`config.mk`:
```
export PLATFORM = sky130hd
export DESIGN_NAME = bist_pattern_ctrl
export DESIGN_NICKNAME = d
export VERILOG_FILES = /design/src/rtl/bist_pkg.sv /design/src/rtl/bist_lfsr.sv /design/src/rtl/bist_pattern_ctrl.sv
export SDC_FILE = /design/constraint.sdc
export NUM_CORES = 1
export LEC_CHECK = 0
export CAP_MARGIN = 0
export CORE_MARGIN = 4
export CORE_UTILIZATION = 25
export DETAILED_ROUTE_END_ITERATION = 6
export HOLD_SLACK_MARGIN = 0.15
export SLEW_MARGIN = 40
export SYNTH_ARGS = -nofsm -noshare
export SYNTH_HDL_FRONTEND = slang
export SYNTH_HIERARCHICAL = 1
export SYNTH_SLANG_ARGS = --single-unit
```
`constraint.sdc`:
```
create_clock -name clk -period 2.7 [get_ports clk]
set_clock_uncertainty 0.2 [all_clocks]
set_input_delay 0.675 -clock clk [delete_from_list [all_inputs] [get_ports clk]]
set_output_delay 0.675 -clock clk [all_outputs]
set_load 0.005 [all_outputs]
```
`src/rtl/bist_pkg.sv`:
```
// Shared types and polynomial step functions for the BIST pattern controller.
// Functions work on a MAX_W-wide container; callers pass the live width.
package bist_pkg;

  localparam int MAX_W = 32;

  typedef enum logic [1:0] {
    S_IDLE,
    S_APPLY,
    S_CAPTURE,
    S_DONE
  } bist_state_e;

  function automatic logic [MAX_W-1:0] width_mask(input int width);
    width_mask = (width >= MAX_W) ? '1 : ((MAX_W'(1) << width) - MAX_W'(1));
  endfunction

  // Galois step: shift left, fold the falling-off MSB back in through poly.
  function automatic logic [MAX_W-1:0] lfsr_next(input logic [MAX_W-1:0] state,
                                                 input logic [MAX_W-1:0] poly,
                                                 input int               width);
    logic [MAX_W-1:0] r;
    r = (state << 1) ^ (state[width-1] ? poly : '0);
    lfsr_next = r & width_mask(width);
  endfunction

  function automatic logic [MAX_W-1:0] misr_next(input logic [MAX_W-1:0] state,
                                                 input logic [MAX_W-1:0] poly,
                                                 input logic [MAX_W-1:0] data,
                                                 input int               width);
    misr_next = lfsr_next(state, poly, width) ^ (data & width_mask(width));
  endfunction

endpackage

```
`src/rtl/bist_lfsr.sv`:
```
// Parametrised Galois LFSR with synchronous seed load and step enable.
// A zero seed would lock the register, so it is replaced by 1.
module bist_lfsr
  import bist_pkg::*;
#(
  parameter int               WIDTH = 5,
  parameter logic [WIDTH-1:0] POLY  = 5'b01001,
  parameter logic [WIDTH-1:0] SEED  = 5'b00001
) (
  input  logic             clk,
  input  logic             rst,
  input  logic             i_load,
  input  logic             i_en,
  output logic [WIDTH-1:0] o_state
);

  localparam logic [WIDTH-1:0] SEED_EFF = (SEED == '0) ? WIDTH'(1) : SEED;

  logic [WIDTH-1:0] r_state;
  logic [MAX_W-1:0] w_next_full;
  logic             w_unused_hi;

  assign w_next_full = lfsr_next(MAX_W'(r_state), MAX_W'(POLY), WIDTH);
  assign w_unused_hi = ^w_next_full[MAX_W-1:WIDTH];

  always_ff @(posedge clk or posedge rst) begin
    if (rst) begin
      r_state <= SEED_EFF;
    end else if (i_load) begin
      r_state <= SEED_EFF;
    end else if (i_en) begin
      r_state <= w_next_full[WIDTH-1:0];
    end
  end

  assign o_state = r_state;

endmodule

```
`src/rtl/bist_pattern_ctrl.sv`:
```
// BIST controller: LFSR patterns onto a combinational CUT, MISR compaction of
// the responses, and a final signature compare against golden_sig.
module bist_pattern_ctrl
  import bist_pkg::*;
#(
  parameter int               N_IN      = 5,
  parameter int               N_OUT     = 3,
  parameter int               N_PAT     = 6,
  parameter logic [N_IN-1:0]  LFSR_POLY = 5'b01001,
  parameter logic [N_IN-1:0]  LFSR_SEED = 5'b00001,
  parameter logic [N_OUT-1:0] MISR_POLY = 3'b011
) (
  input  logic                       clk,
  input  logic                       rst,
  input  logic                       start,
  input  logic [N_OUT-1:0]           golden_sig,
  output logic [N_IN-1:0]            cut_in,
  input  logic [N_OUT-1:0]           cut_out,
  output logic                       busy,
  output logic                       done,
  output logic                       pass,
  output logic [N_OUT-1:0]           signature,
  output logic [$clog2(N_PAT+1)-1:0] pat_cnt
);

  localparam int CNT_W = $clog2(N_PAT + 1);

  bist_state_e      r_state;
  bist_state_e      w_state_nxt;
  logic             w_lfsr_load;
  logic             w_lfsr_en;
  logic [N_IN-1:0]  w_lfsr;
  logic [N_OUT-1:0] r_misr;
  logic [CNT_W-1:0] r_cnt;
  logic             r_pass;
  logic [MAX_W-1:0] w_misr_full;
  logic [N_OUT-1:0] w_misr_nxt;
  logic [CNT_W-1:0] w_cnt_inc;
  logic             w_last;
  logic             w_active;
  logic             w_unused_hi;

  bist_lfsr #(
    .WIDTH (N_IN),
    .POLY  (LFSR_POLY),
    .SEED  (LFSR_SEED)
  ) u_lfsr (
    .clk     (clk),
    .rst     (rst),
    .i_load  (w_lfsr_load),
    .i_en    (w_lfsr_en),
    .o_state (w_lfsr)
  );

  assign w_misr_full = misr_next(MAX_W'(r_misr), MAX_W'(MISR_POLY), MAX_W'(cut_out), N_OUT);
  assign w_misr_nxt  = w_misr_full[N_OUT-1:0];
  assign w_unused_hi = ^w_misr_full[MAX_W-1:N_OUT];
  assign w_cnt_inc   = r_cnt + CNT_W'(1);
  assign w_last      = (w_cnt_inc == CNT_W'(N_PAT));

  always_ff @(posedge clk or posedge rst) begin
    if (rst) begin
      r_state <= S_IDLE;
    end else begin
      r_state <= w_state_nxt;
    end
  end

  // start is only honoured when no run is in flight; the LFSR steps once per capture.
  always_comb begin
    w_state_nxt = r_state;
    w_lfsr_load = 1'b0;
    w_lfsr_en   = 1'b0;
    case (r_state)
      S_IDLE, S_DONE: begin
        if (start) begin
          w_state_nxt = S_APPLY;
          w_lfsr_load = 1'b1;
        end
      end
      S_APPLY: begin
        w_state_nxt = S_CAPTURE;
      end
      S_CAPTURE: begin
        w_lfsr_en   = 1'b1;
        w_state_nxt = w_last ? S_DONE : S_APPLY;
      end
      default: begin
        w_state_nxt = S_IDLE;
      end
    endcase
  end

  always_ff @(posedge clk or posedge rst) begin
    if (rst) begin
      r_misr <= '0;
      r_cnt  <= '0;
      r_pass <= 1'b0;
    end else if (w_lfsr_load) begin
      r_misr <= '0;
      r_cnt  <= '0;
      r_pass <= 1'b0;
    end else if (r_state == S_CAPTURE) begin
      r_misr <= w_misr_nxt;
      r_cnt  <= w_cnt_inc;
      if (w_last) begin
        r_pass <= (w_misr_nxt == golden_sig);
      end
    end
  end

  assign w_active  = (r_state == S_APPLY) || (r_state == S_CAPTURE);
  assign cut_in    = w_active ? w_lfsr : '0;
  assign busy      = w_active;
  assign done      = (r_state == S_DONE);
  assign pass      = r_pass;
  assign signature = r_misr;
  assign pat_cnt   = r_cnt;

endmodule

```
==> metrics.cfg, run 1 <==
[status]
status=finished clean

[cts]
cts_setup_buffers=0
htreeDepth=1
cts_buffers=3
clkLatencyLatePin_ns=0.28
clk_pin_slew_ns=0.09
cts.path.max_buffers=2
root_buffer=clkbuf_4
cts_tree=done
clkSinkCount=14

[detailed_routing]
drt_wl_total_mm=1.51
drt-initial-drc-count=5
drc=0
viasPerCell=4.05
vias=579
wl_per_cell_um=10.5
ant_nets=0
first_pass_iters=4

[floorplan]
core-area_sq_mm=0.00308
rows=20
fp.dieW_um=64.8
io_pins=23
start_util=0.262
die_y_um=64.8
dieArea_sq_mm=0.00420

[yosys]
synth_area_per_cell_sq_um=10.9
synth-edff-count=0
yosys_most_used_dff=dfrtp_1
ys_types=25
seq_area_frac_synth=0.436
ys.warnings.count=6
synth_nets=88
synth_area_sq_um=807
synthCells=74
ys_ff_latch=14
async_flop_share=1.00

[worst_setup_path]
max_stage_delay_ns=0.50
worst_setup_path_start_kind=flip-flop
path_depth=4
critical_path.top_delay_family=buffers and inverters
critPathMaxFanout=9
critPathRequiredTime_ns=1.82
arrival_ns=1.71
r2r_cells=5
worstSetupPathType=reg -> out
crit_chain=inv_1 > ha_2 > nor2b_1 > clkdlybuf4s50_1
path_buf_inv=2
cp_slowest_cell=clkdlybuf4s50_1
crit_path_end_kind=output port

[global_route]
grt_pass1_vias=611
grt_use_total=0.0764
grt_first_pass_wirelength_mm=2.59
overflow=0
antenna_found_initial=0
grt_max_degree=12

[power]
p_per_area_mw_per_mm2=1070
vdd_drop_max_uv=341
leakage_nw=0.505

[sta]
finalCritPeriodShare=0.957
relSlewSlack=0.760
setup_violations=0
max_slew.worst_pin.slew_ns=0.360
max_freq_ghz=0.387
drv_slew=0
tns_ns=0
hold_viol=0
period_needed_ns=2.58
rsz0062_at_grt=false

[hold_path]
min_delay_path_depth=2
hold_path_class=reg -> reg

[cells_and_area]
drive_gt1_frac=0.131
area_growth_pct=38.8
nNetsFinal=114
fill_cells=321
diodes=0
fin_area_sq_mm=0.00112

[placement]
dpl_cell_area_sq_mm=0.00108
place_congestion=0.736
portBuffers=22
dp.final_hpwl_mm=1.21

[flow_run]
maxCapViolations=0

## synth_stat cells, drive strengths merged, types with 2 or more instances
| library cell | instances | share of area |
|---|---|---|
| o31a | 2 | 0.022 |
| a211oi | 3 | 0.034 |
| xor2 | 3 | 0.033 |
| dfrtp | 13 | 0.40 |
| xnor2 | 6 | 0.065 |
| o21ai | 2 | 0.012 |
| inv | 7 | 0.033 |
| clkbuf | 2 | 0.0093 |
| nor2b | 6 | 0.050 |
| mux2i | 4 | 0.050 |
| nor2 | 10 | 0.047 |
| ha | 5 | 0.078 |
## per-layer routing
layer  track usage  wire length, um
met1         0.103              724
met2         0.115              676
met3        0.0260              105
met4        0.0237                0
met5             0                0
## worst paths after layout
kind / from / to / slack, ns
worst max-delay path: r_state[0] / cut_in[2] / 0.12
max in group asynchronous: rst / r_state[1] / 1.55
min in group asynchronous: rst / u_lfsr/o_state[3] / 0.41
worst max register to register: r_state[0] / pass / 0.88
worst min-delay path: u_lfsr/o_state[1] / u_lfsr/o_state[1] / 0.35
worst min register to register: u_lfsr/o_state[1] / u_lfsr/o_state[1] / 0.35
## sequential cells by signal (all words and copies together) (netlist names)
register        count
pass                1
pat_cnt             3
r_state             2
signature           3
u_lfsr/o_state      5
## cells by family after synthesis
group,Yosys count,synth area share
and+or+nand+nor,20,0.127
DFF,14,0.436
AOI/OAI and AO/OA,10,0.112
xor gates and xnor gates,10,0.129
buffers and inverters,10,0.0558
muxes,5,0.0636
adders and majority gates,5,0.0775
## area by class of cell
class / instances / area [sq um] / area share
timing repair buffer: 24 / 238 / 0.212
clock buffer: 4 / 36.3 / 0.0324
multi-input combinational: 50 / 413 / 0.369
inverter: 7 / 26.3 / 0.0235
sequential: 14 / 352 / 0.314
tap: 44 / 55.1 / 0.0492
## repair_timing
item                       in CTS  in global routing
resized for setup               0                  2
hold buffers                    0                  0
setup endpoints to repair       0                  6
## through the flow
| stage | hold slack (ns) | power [mW] | worst slack, ns | std cells | utilization |
|---|---|---|---|---|---|
| CTS | 0.358 | 1.21 | 0.00947 | 143 | 0.362 |
| global placement | 0.329 | 1.04 | 0.359 | 139 | 0.350 |
| finish | 0.355 | 1.19 | 0.115 | 143 | 0.364 |
| detailed placement | 0.335 | 1.06 | 0.332 | 139 | 0.350 |
| global route | 0.389 | 1.30 | 0.00866 | 143 | 0.364 |
| floorplan | 0.253 | 0.782 | 0.826 | 74 | - |
## layout by cell type, fill, tap and decap left out, drive strengths merged, types with 2 or more instances in the layout
cell / synthesis / final
a211oi: 3 / 3
buf: 1 / 2
clkbuf: 2 / 4
clkdlybuf4s50: 0 / 21
dfrtp: 13 / 13
ha: 5 / 5
inv: 7 / 7
mux2i: 4 / 4
nor2: 10 / 10
nor2b: 6 / 6
o21ai: 2 / 2
o31a: 2 / 2
xnor2: 6 / 6
xor2: 3 / 3
## report_power, final
part / internal [mW] / switching (mW) / leakage, nW
clock: 0.0820 / 0.0696 / 0.0210
combinational: 0.389 / 0.287 / 0.304
sequential: 0.297 / 0.0705 / 0.180
total: 0.768 / 0.427 / 0.505
## worst reg2reg max path: stages, from the launching register on
cell      delay [ns]
dfrtp_1         0.42
inv_1           0.07
ha_2            0.31
and2_1          0.28
nand4b_1        0.24
o41ai_2         0.21
(Power assumes the default switching activity.)
==> inputs of run 2 (changes only) <==
Settings changed: CORE_UTILIZATION 25 to 46, PLACE_DENSITY from default to 0.78.
==> run 2 against run 1 <==
Worst setup slack lost 0.0063 ns; sequential cell count is the same; clock-buffer cell count unchanged; design area fell by 4.2%; final cell count decreased by 20%; core utilization rose by 32 points; first-iteration DRC count shrank 60%; non-clock buffer count did not move; global-route usage rose by 6.5 points; worst hold slack gained 0.0054 ns; largest cell class unchanged; largest power group unchanged.
==> metrics.cfg, run 2 (synthesis gave the netlist of run 1 again) <==
[cts]
htreeDepth=1  ; unchanged
cts_tree=done
clkSinkCount=14  ; unchanged
postCtsHoldBufs=0  ; unchanged
cts_resized=0  ; unchanged
cts_setup_buffers=0  ; unchanged
cts_buffers=3  ; unchanged
clkLatencyLatePin_ns=0.28  ; about the same
root_buffer=clkbuf_4
clk_pin_slew_ns=0.08  ; about the same
cts.path.max_buffers=2  ; unchanged

[sta]
rsz0062_at_grt=false
hold_viol=0  ; unchanged
finalCritPeriodShare=0.960  ; +0.00233
tns_ns=0  ; unchanged
worst_hold_slack_ns=0.360  ; +0.00545 ns
relSlewSlack=0.776  ; +0.0160
max_freq_ghz=0.386  ; -0.24%
period_needed_ns=2.59  ; +0.00630 ns
setup_ws_ns=0.109  ; -0.00630 ns
setup_violations=0  ; unchanged
drv_slew=0  ; unchanged
max_slew.worst_pin.slew_ns=0.336  ; -0.0240 ns

[worst_setup_path]
worstSetupPathType=reg -> out
critPathRequiredTime_ns=1.82  ; about the same
worst_setup_path_start_kind=flip-flop
arrival_ns=1.72  ; about the same
crit_path_end_kind=output port
critPathMaxFanout=9  ; unchanged

[power]
power.internal_mw=0.745  ; -3.0%
power.share.clock=0.103  ; -0.024
p_sw_mw=0.426  ; -0.17%
power.switching_fraction=0.364  ; +0.00653
leakage_nw=0.481  ; -4.7%
finalPower_mw=1.17  ; -2.0%
pwr-share-comb=0.578  ; +0.013
vdd_drop_max_uv=643  ; +89%
p_per_area_mw_per_mm2=1090  ; +2.4%
pwr-share-seq=0.320  ; +0.012

[placement]
dpl_cell_area_sq_mm=0.00104  ; -3.2%
portBuffers=22  ; unchanged
place_inst=111  ; -20%
dp.final_hpwl_mm=1.17  ; -3.7%
place_congestion=0.767  ; +4.2%
place_ws_ns=0.331  ; -0.00161 ns

[cells_and_area]
mostFrequentLayoutCell=clkdlybuf4s50_1
utilization=0.680  ; +0.316
fin_area_sq_mm=0.00107  ; -4.2%
regArea_sq_um=352  ; unchanged
fill_cells=133  ; -59%
nNetsFinal=114  ; unchanged
multiInputGateArea_sq_um=413  ; unchanged
area_growth_pct=32.9
drive_gt1_frac=0.121  ; -0.0101
finalNonFillerCells=115  ; -20%
final_cell_mix=22 x clkdlybuf4s50_1, 13 x dfrtp_1, 10 x nor2_1
largest_reg_flops=5  ; unchanged
diodes=0  ; unchanged

[detailed_routing]
ant_nets=0  ; unchanged
vias=578  ; -0.17%
viasPerCell=5.03  ; +24%
drc=0  ; unchanged
wl_per_cell_um=13.1  ; +25%
first_pass_iters=4  ; unchanged
drt-initial-drc-count=2  ; -3
drt_wl_total_mm=1.51  ; +0.27%

[floorplan]
rows=14  ; -30%
die_y_um=49.9  ; -23%
start_util=0.512  ; +0.250
dieArea_sq_mm=0.00249  ; -41%
fp.dieW_um=49.9  ; -23%
io_pins=23  ; unchanged
core-area_sq_mm=0.00158  ; -49%

[hold_path]
hold_path_class=reg -> reg

[status]
status=finished clean

[flow_run]
maxCapViolations=0  ; unchanged

[global_route]
grt_use_total=0.142  ; +0.0654
grt_max_degree=15  ; +3
overflow=0  ; unchanged
grt_first_pass_wirelength_mm=2.68  ; +3.7%
antenna_found_initial=0  ; unchanged
grt_pass1_vias=580  ; -5.1%

[run 2: cell types whose count changed in the layout (fill, tap and decap cells not counted)]
| cell | change |
|---|---|
| clkbuf_8 | -1 |
| clkbuf_1 | +1 |
| clkdlybuf4s50_1 | +1 |
| dlymetal6s2s_1 | -1 |
[run 2: power groups by stage]
stage	Sequential (mW)	Combinational, mW	Clock (mW)
after global placement	0.372	0.668	0
after global routing	0.388	0.748	0.136
after floorplan	0.362	0.419	0
after detailed placement	0.379	0.679	0
after CTS	0.375	0.682	0.126
final	0.374	0.676	0.120
[run 2: cell type report]
type / count / share of cell area
multi-input combinational: 50 / 0.385
sequential: 14 / 0.328
timing repair buffer: 24 / 0.219
clock buffer: 4 / 0.0245
inverter: 7 / 0.0245
tap: 16 / 0.0187
[run 2: layer usage]
metal  vias to the layer above  track usage  wire length [um]
met5                         -            0                 0
met2                        12        0.236               742
met1                       267        0.159               666
met4                         0       0.0691                26
met3                         4       0.0512                75
li1                        295            -                 -
[run 2: worst paths after layout]
kind / start / end / slack, ns / cells after the start
max in group asynchronous: rst / pat_cnt[0] / 1.56 / 2
max reg2reg: r_state[0] / pass / 0.91 / 5
max: r_state[0] / cut_in[3] / 0.11 / 4
min in group asynchronous: rst / u_lfsr/o_state[1] / 0.43 / 2
min: u_lfsr/o_state[1] / u_lfsr/o_state[1] / 0.36 / 2
min reg2reg: u_lfsr/o_state[1] / u_lfsr/o_state[1] / 0.36 / 2
[run 2: worst max-delay path, cell delays in order, from the launching register on]
cell and delay, ns:
dfrtp_1 0.42, inv_1 0.07, ha_2 0.31, nor2b_1 0.13, clkdlybuf4s50_1 0.51
==> edit 1 (flow settings as in run 1) <==
Make the reset (`rst`) synchronous in 3 clocked blocks.
--- a/src/rtl/bist_lfsr.sv
+++ b/src/rtl/bist_lfsr.sv
@@ -25,3 +25,3 @@
 
-  always_ff @(posedge clk or posedge rst) begin
+  always_ff @(posedge clk) begin
     if (rst) begin
--- a/src/rtl/bist_pattern_ctrl.sv
+++ b/src/rtl/bist_pattern_ctrl.sv
@@ -60,3 +60,3 @@
 
-  always_ff @(posedge clk or posedge rst) begin
+  always_ff @(posedge clk) begin
     if (rst) begin
@@ -93,3 +93,3 @@
 
-  always_ff @(posedge clk or posedge rst) begin
+  always_ff @(posedge clk) begin
     if (rst) begin
Behaviour: differs if rst is asserted again (counterexample within 4 cycles, from zero or initial values and one cycle with rst high); with rst held inactive, the same outputs for 10 cycles.
==> edit 1 against run 1 <==
Area after synthesis is 0.62% higher. Utilization is 1.6 points lower. Setup slack better by 0.022 ns. Worst hold slack worse by 0.054 ns. First-iteration DRC count grew to 3.4 times the old value. Routed wire length is 3.4% higher. Sequential power is 23% lower. Design area is 4.5% lower. Total power is 36% lower. Sequential cell count stayed put. Critical path type unchanged. Highest routed layer unchanged.
==> edit 1: results (changes against run 1) <==
- Status: complete, no violations
- RePlAce Congestion: 0.736 (about the same)
- First DRT Iteration DRCs: 17 (+12)
- Reg power frac: 0.375 (+0.067)
- Post-synthesis net count: 97 (+10%)
- Post-Synth XOR/XNOR Area: 0.169 (+0.0408)
- # nets final: 117 (+2.6%)
- Sequential cell area: 282 µm² (-20%)
- Cells after Synth: 82 (+11%)
- ANT cells: 0 (unchanged)
- Layout fillers: 322 (+0.31%)
- M1 WL: 729 µm (+0.69%)
- Post-synthesis adder-cell area fraction: 0.0924 (+0.0149)
- Clock group: 111 µW (-27%)
- Tap Cells: 44 (unchanged)
- Util after Layout: 0.348 (-0.0163)
- Part of the Yosys area used for sequential elements: 0.345 (-0.0905)
- Post-CTS sizing: 1 (+1)
- Pin count of the biggest net entering global routing: 19 (+7)
- VDD IR-drop max: 0.289 mV (-15%)
- Layout cells sized above 1: 0.0800 (-0.0513)
- Max reg flops: 5 (unchanged)
- Synth top area cells: dfxtp_1 35%, ha_1 9.2%, mux2i_1 6.2%, xnor2_1 5.4%, nor2_1 4.6%
- Most frequent cells after synthesis: 14 x dfxtp_1, 10 x nor2_1, 6 x ha_1
- Leakage power total: 0.395 nW (-22%)
- Number of global-route vias before repair: 627 (+2.6%)
- CTS HTree Levels: 1 (unchanged)
- Met2 WL post-DR: 710 µm (+5.0%)
- Max Buffers Root-to-Sink: 2 (unchanged)
- Post-synth ARST share: 0 (-1.00)
- Fraction of area in multi-input gates: 0.441 (+0.0722)
- GRT Util Overall: 0.0816 (+0.00510)
- CP peak stage delay: a little over 0.5 ns
- Total power: 759 µW (-36%)
- Internal: 506 µW (-34%)
- Complex-gate fraction of the synthesized area: 0.103 (-0.00839)
- Post-CTS setup buffer count: 0 (unchanged)
- Post-synthesis register bit count: 14 (unchanged)
- Uppermost layer routed: met3
- Multi-In Gates: 56 (+12%)
- Data buffer area share: 0.206 (-0.00644)
- Crit Path Max Fanout: 11 (+2)
- Non-Clock Buffer Count: 22 (-8.3%)
- Worst-Margin Slew: 0.432 ns (+0.0714 ns)
- Pre-CTS WS: 0.265 ns (-0.0667 ns)
- Worst Path Arrival: 1.69 ns (-0.02 ns)
- Clock transition at the registers of the reported paths: 0.08 ns
- First-pass GRT wire length: 2.66 mm (+2.7%)
- Detailed Route WL: 1.56 mm (+3.4%)
- Inverters: 5 (-2)
- Clk_lat worst skew: 0.27 ns
- Finished Layout Cells: 144 (+0.70%)
- Proportion of synthesized area in mux cells: 0.0616 (-0.00193)
- Dpl cell area: 0.00104 mm² (-3.2%)
- Hpwl dp: 1.20 mm (-0.70%)
- Clock buffer cells: 3 (-1)
- Layout clock area frac: 0.0211 (-0.0113)
- Via-to-Cell Ratio: 4.20 (+3.8%)
- Met3 wire length: 117 µm (+11%)
edit 1: cell count changes after synthesis, sizes merged, moves of 2 or more:
| cell | run 1 | this run |
|---|---|---|
| o31a | 2 | 0 |
| a311oi | 0 | 2 |
| nor3b | 0 | 2 |
| dfrtp | 13 | 0 |
| buf | 1 | 6 |
| dfxtp | 0 | 14 |
| xor3 | 1 | 3 |
| nand2 | 1 | 3 |
| nor3 | 0 | 3 |
| inv | 7 | 5 |
edit 1: final timing paths:
| kind | cells past startpoint | to | start | slack (ns) |
|---|---|---|---|---|
| setup reg to reg | 5 | pass | r_state[0] | 0.95 |
| setup / recovery | 4 | cut_in[0] | r_state[0] | 0.14 |
| hold / removal | 2 | u_lfsr/o_state[0] | u_lfsr/o_state[0] | 0.30 |
| hold reg to reg | 2 | u_lfsr/o_state[0] | u_lfsr/o_state[0] | 0.30 |
edit 1: per-layer routing:
layer  global-route usage  vias to the layer above
li1                     -                      309
met1               0.0907                      275
met2                0.143                       21
met3               0.0364                        0
met4               0.0158                        0
met5                    0                        -
==> edit 2 (flow settings as in run 1) <==
Made on the original files. The parameter `N_IN` goes from 5 to 6.
--- a/src/rtl/bist_pattern_ctrl.sv
+++ b/src/rtl/bist_pattern_ctrl.sv
@@ -5,3 +5,3 @@
 #(
-  parameter int               N_IN      = 5,
+  parameter int               N_IN      = 6,
   parameter int               N_OUT     = 3,
Interface: changed (resized cut_in); port bits go from 23 to 24. The function was not compared with the original's and may differ.
==> edit 2 against run 1 <==
Synthesized cell count rose by 5.4%. Design area increased by 5.8%. Non-clock buffer count grew 2. Total power is 7.0% higher. Area after synthesis grew 5.7%. Sequential cell count grew 1. Sequential share of layout area is 0.39 points higher. Via count up 7.4%. Cell count rose by 4.2%. Die area rose by 5.0%. Routed wire length rose by 17%. Setup slack better by 0.047 ns.
==> edit 2: results (changes against run 1) <==
- Leakage power total: 0.513 nW (+1.6%)
- Fraction of area in registers: 0.318 (+0.00388)
- Reg power frac: 0.307 (about the same)
- Crit Path Max Fanout: 10 (+1)
- Most frequent cells after synthesis: 14 x dfrtp_1, 11 x nor2_1, 7 x inv_1
- Placed Cells: 144 (+3.6%)
- Number of port buffers: 23 (+4.5%)
- Synth warn: 6 (unchanged)
- Total CTS buffers: 3 (unchanged)
- Worst-Margin Slew: 0.347 ns (-0.0135 ns)
- Status: complete, no violations
- Worst Path Arrival: 1.66 ns (-0.05 ns)
- Power density over the cells: 1080 mW/mm² (+1.1%)
- Layout clock area frac: 0.0222 (-0.0102)
- Layout fillers: 353 (+10%)
- Clock group: 127 µW (-16%)
- RePlAce Congestion: 0.741 (+0.69%)
- First-pass GRT wire length: 3.06 mm (+18%)
- Part of the Yosys area used for sequential elements: 0.441 (+0.00569)
- Sw frac: 0.366 (+0.00833)
- Hpwl dp: 1.34 mm (+10%)
- GRT Util Overall: 0.0911 (+0.0147)
- Met1 Resource Use GR: 0.109 (+0.00671)
- Avg Cell Area, Syn: 10.9 µm² (+0.31%)
- VDD IR-drop max: 0.412 mV (+21%)
- Layout cells sized above 1: 0.143 (+0.0115)
- Post-synthesis net count: 92 (+4.5%)
- R2R Setup Slk: 1.05 ns (+0.17 ns)
- Pre-CTS WS: 0.265 ns (-0.0671 ns)
- # nets final: 120 (+5.3%)
- Pin count of the biggest net entering global routing: 12 (unchanged)
- DR vias: 622 (+7.4%)
- Multi-In Gates: 53 (+6.0%)
- Max reg flops: 6 (+1)
- Cell variety after synth: 26 (+4.0%)
- Top delay family on crit path: buffers and inverters
- M2 GR Usage: 0.149 (+0.0338)
- Util after Layout: 0.376 (+0.0120)
- Detailed Route WL: 1.76 mm (+17%)
- Dpl cell area: 0.00113 mm² (+5.1%)
- Clk sinks: 15 (+1)
- Data buffer area share: 0.213 (+0.00101)
- Number of global-route vias before repair: 702 (+15%)
- Area grow syn2layout: 38.9% (about the same)
- Worst Hold End: r_state[0]
- Non-Clock Buffer Count: 26 (+8.3%)
- Worst hold slack: 0.345 ns (-0.00972 ns)
- Synth top area cells: dfrtp_1 41%, ha_1 7.3%, xnor2_1 6.2%, mux2i_1 5.9%, nor2_1 4.8%
- FMAX: 394 MHz (+1.9%)
- First DRT Iteration DRCs: 8 (+3)
- ANT cells: 0 (unchanged)
- Routed length per placed instance: 11.8 µm (+12%)
- Synthesized cell area: 853 µm² (+5.7%)
## edit 2: cell count changes after synthesis, sizes merged
cell    change
nor2b       +1
clkbuf      -1
mux2i       +1
buf         +1
nor2        +1
dfrtp       +1
## edit 2: metal layers
layer,vias up,wire (µm)
li1,318,-
met1,292,833
met2,10,832
met3,2,65
met4,0,27
met5,-,0
## edit 2: cells by family after synthesis
group	Yosys count	share of synthesized area
compound gates	10	0.106
xor+xnor	10	0.122
fa+ha+maj	5	0.0733
buf+inv	10	0.0542
flops	15	0.441
mux	6	0.0718
simple gates	22	0.132
## edit 2: repair_timing
item / in CTS / in global routing
resized for setup: 1 / 3
pin swaps: 0 / 0
buffers inserted: 0 / 1
gates cloned: 0 / 0
endpoints found under the setup margin: 7 / 6
## edit 2: how the worst max path moves through the flow
stage,start,end
after detailed placement,r_state[0],cut_in[4]
final,r_state[0],cut_in[5]
after global placement,r_state[0],cut_in[4]
after global routing,r_state[0],cut_in[2]
after floorplan,r_state[0],pass
after CTS,r_state[0],cut_in[4]
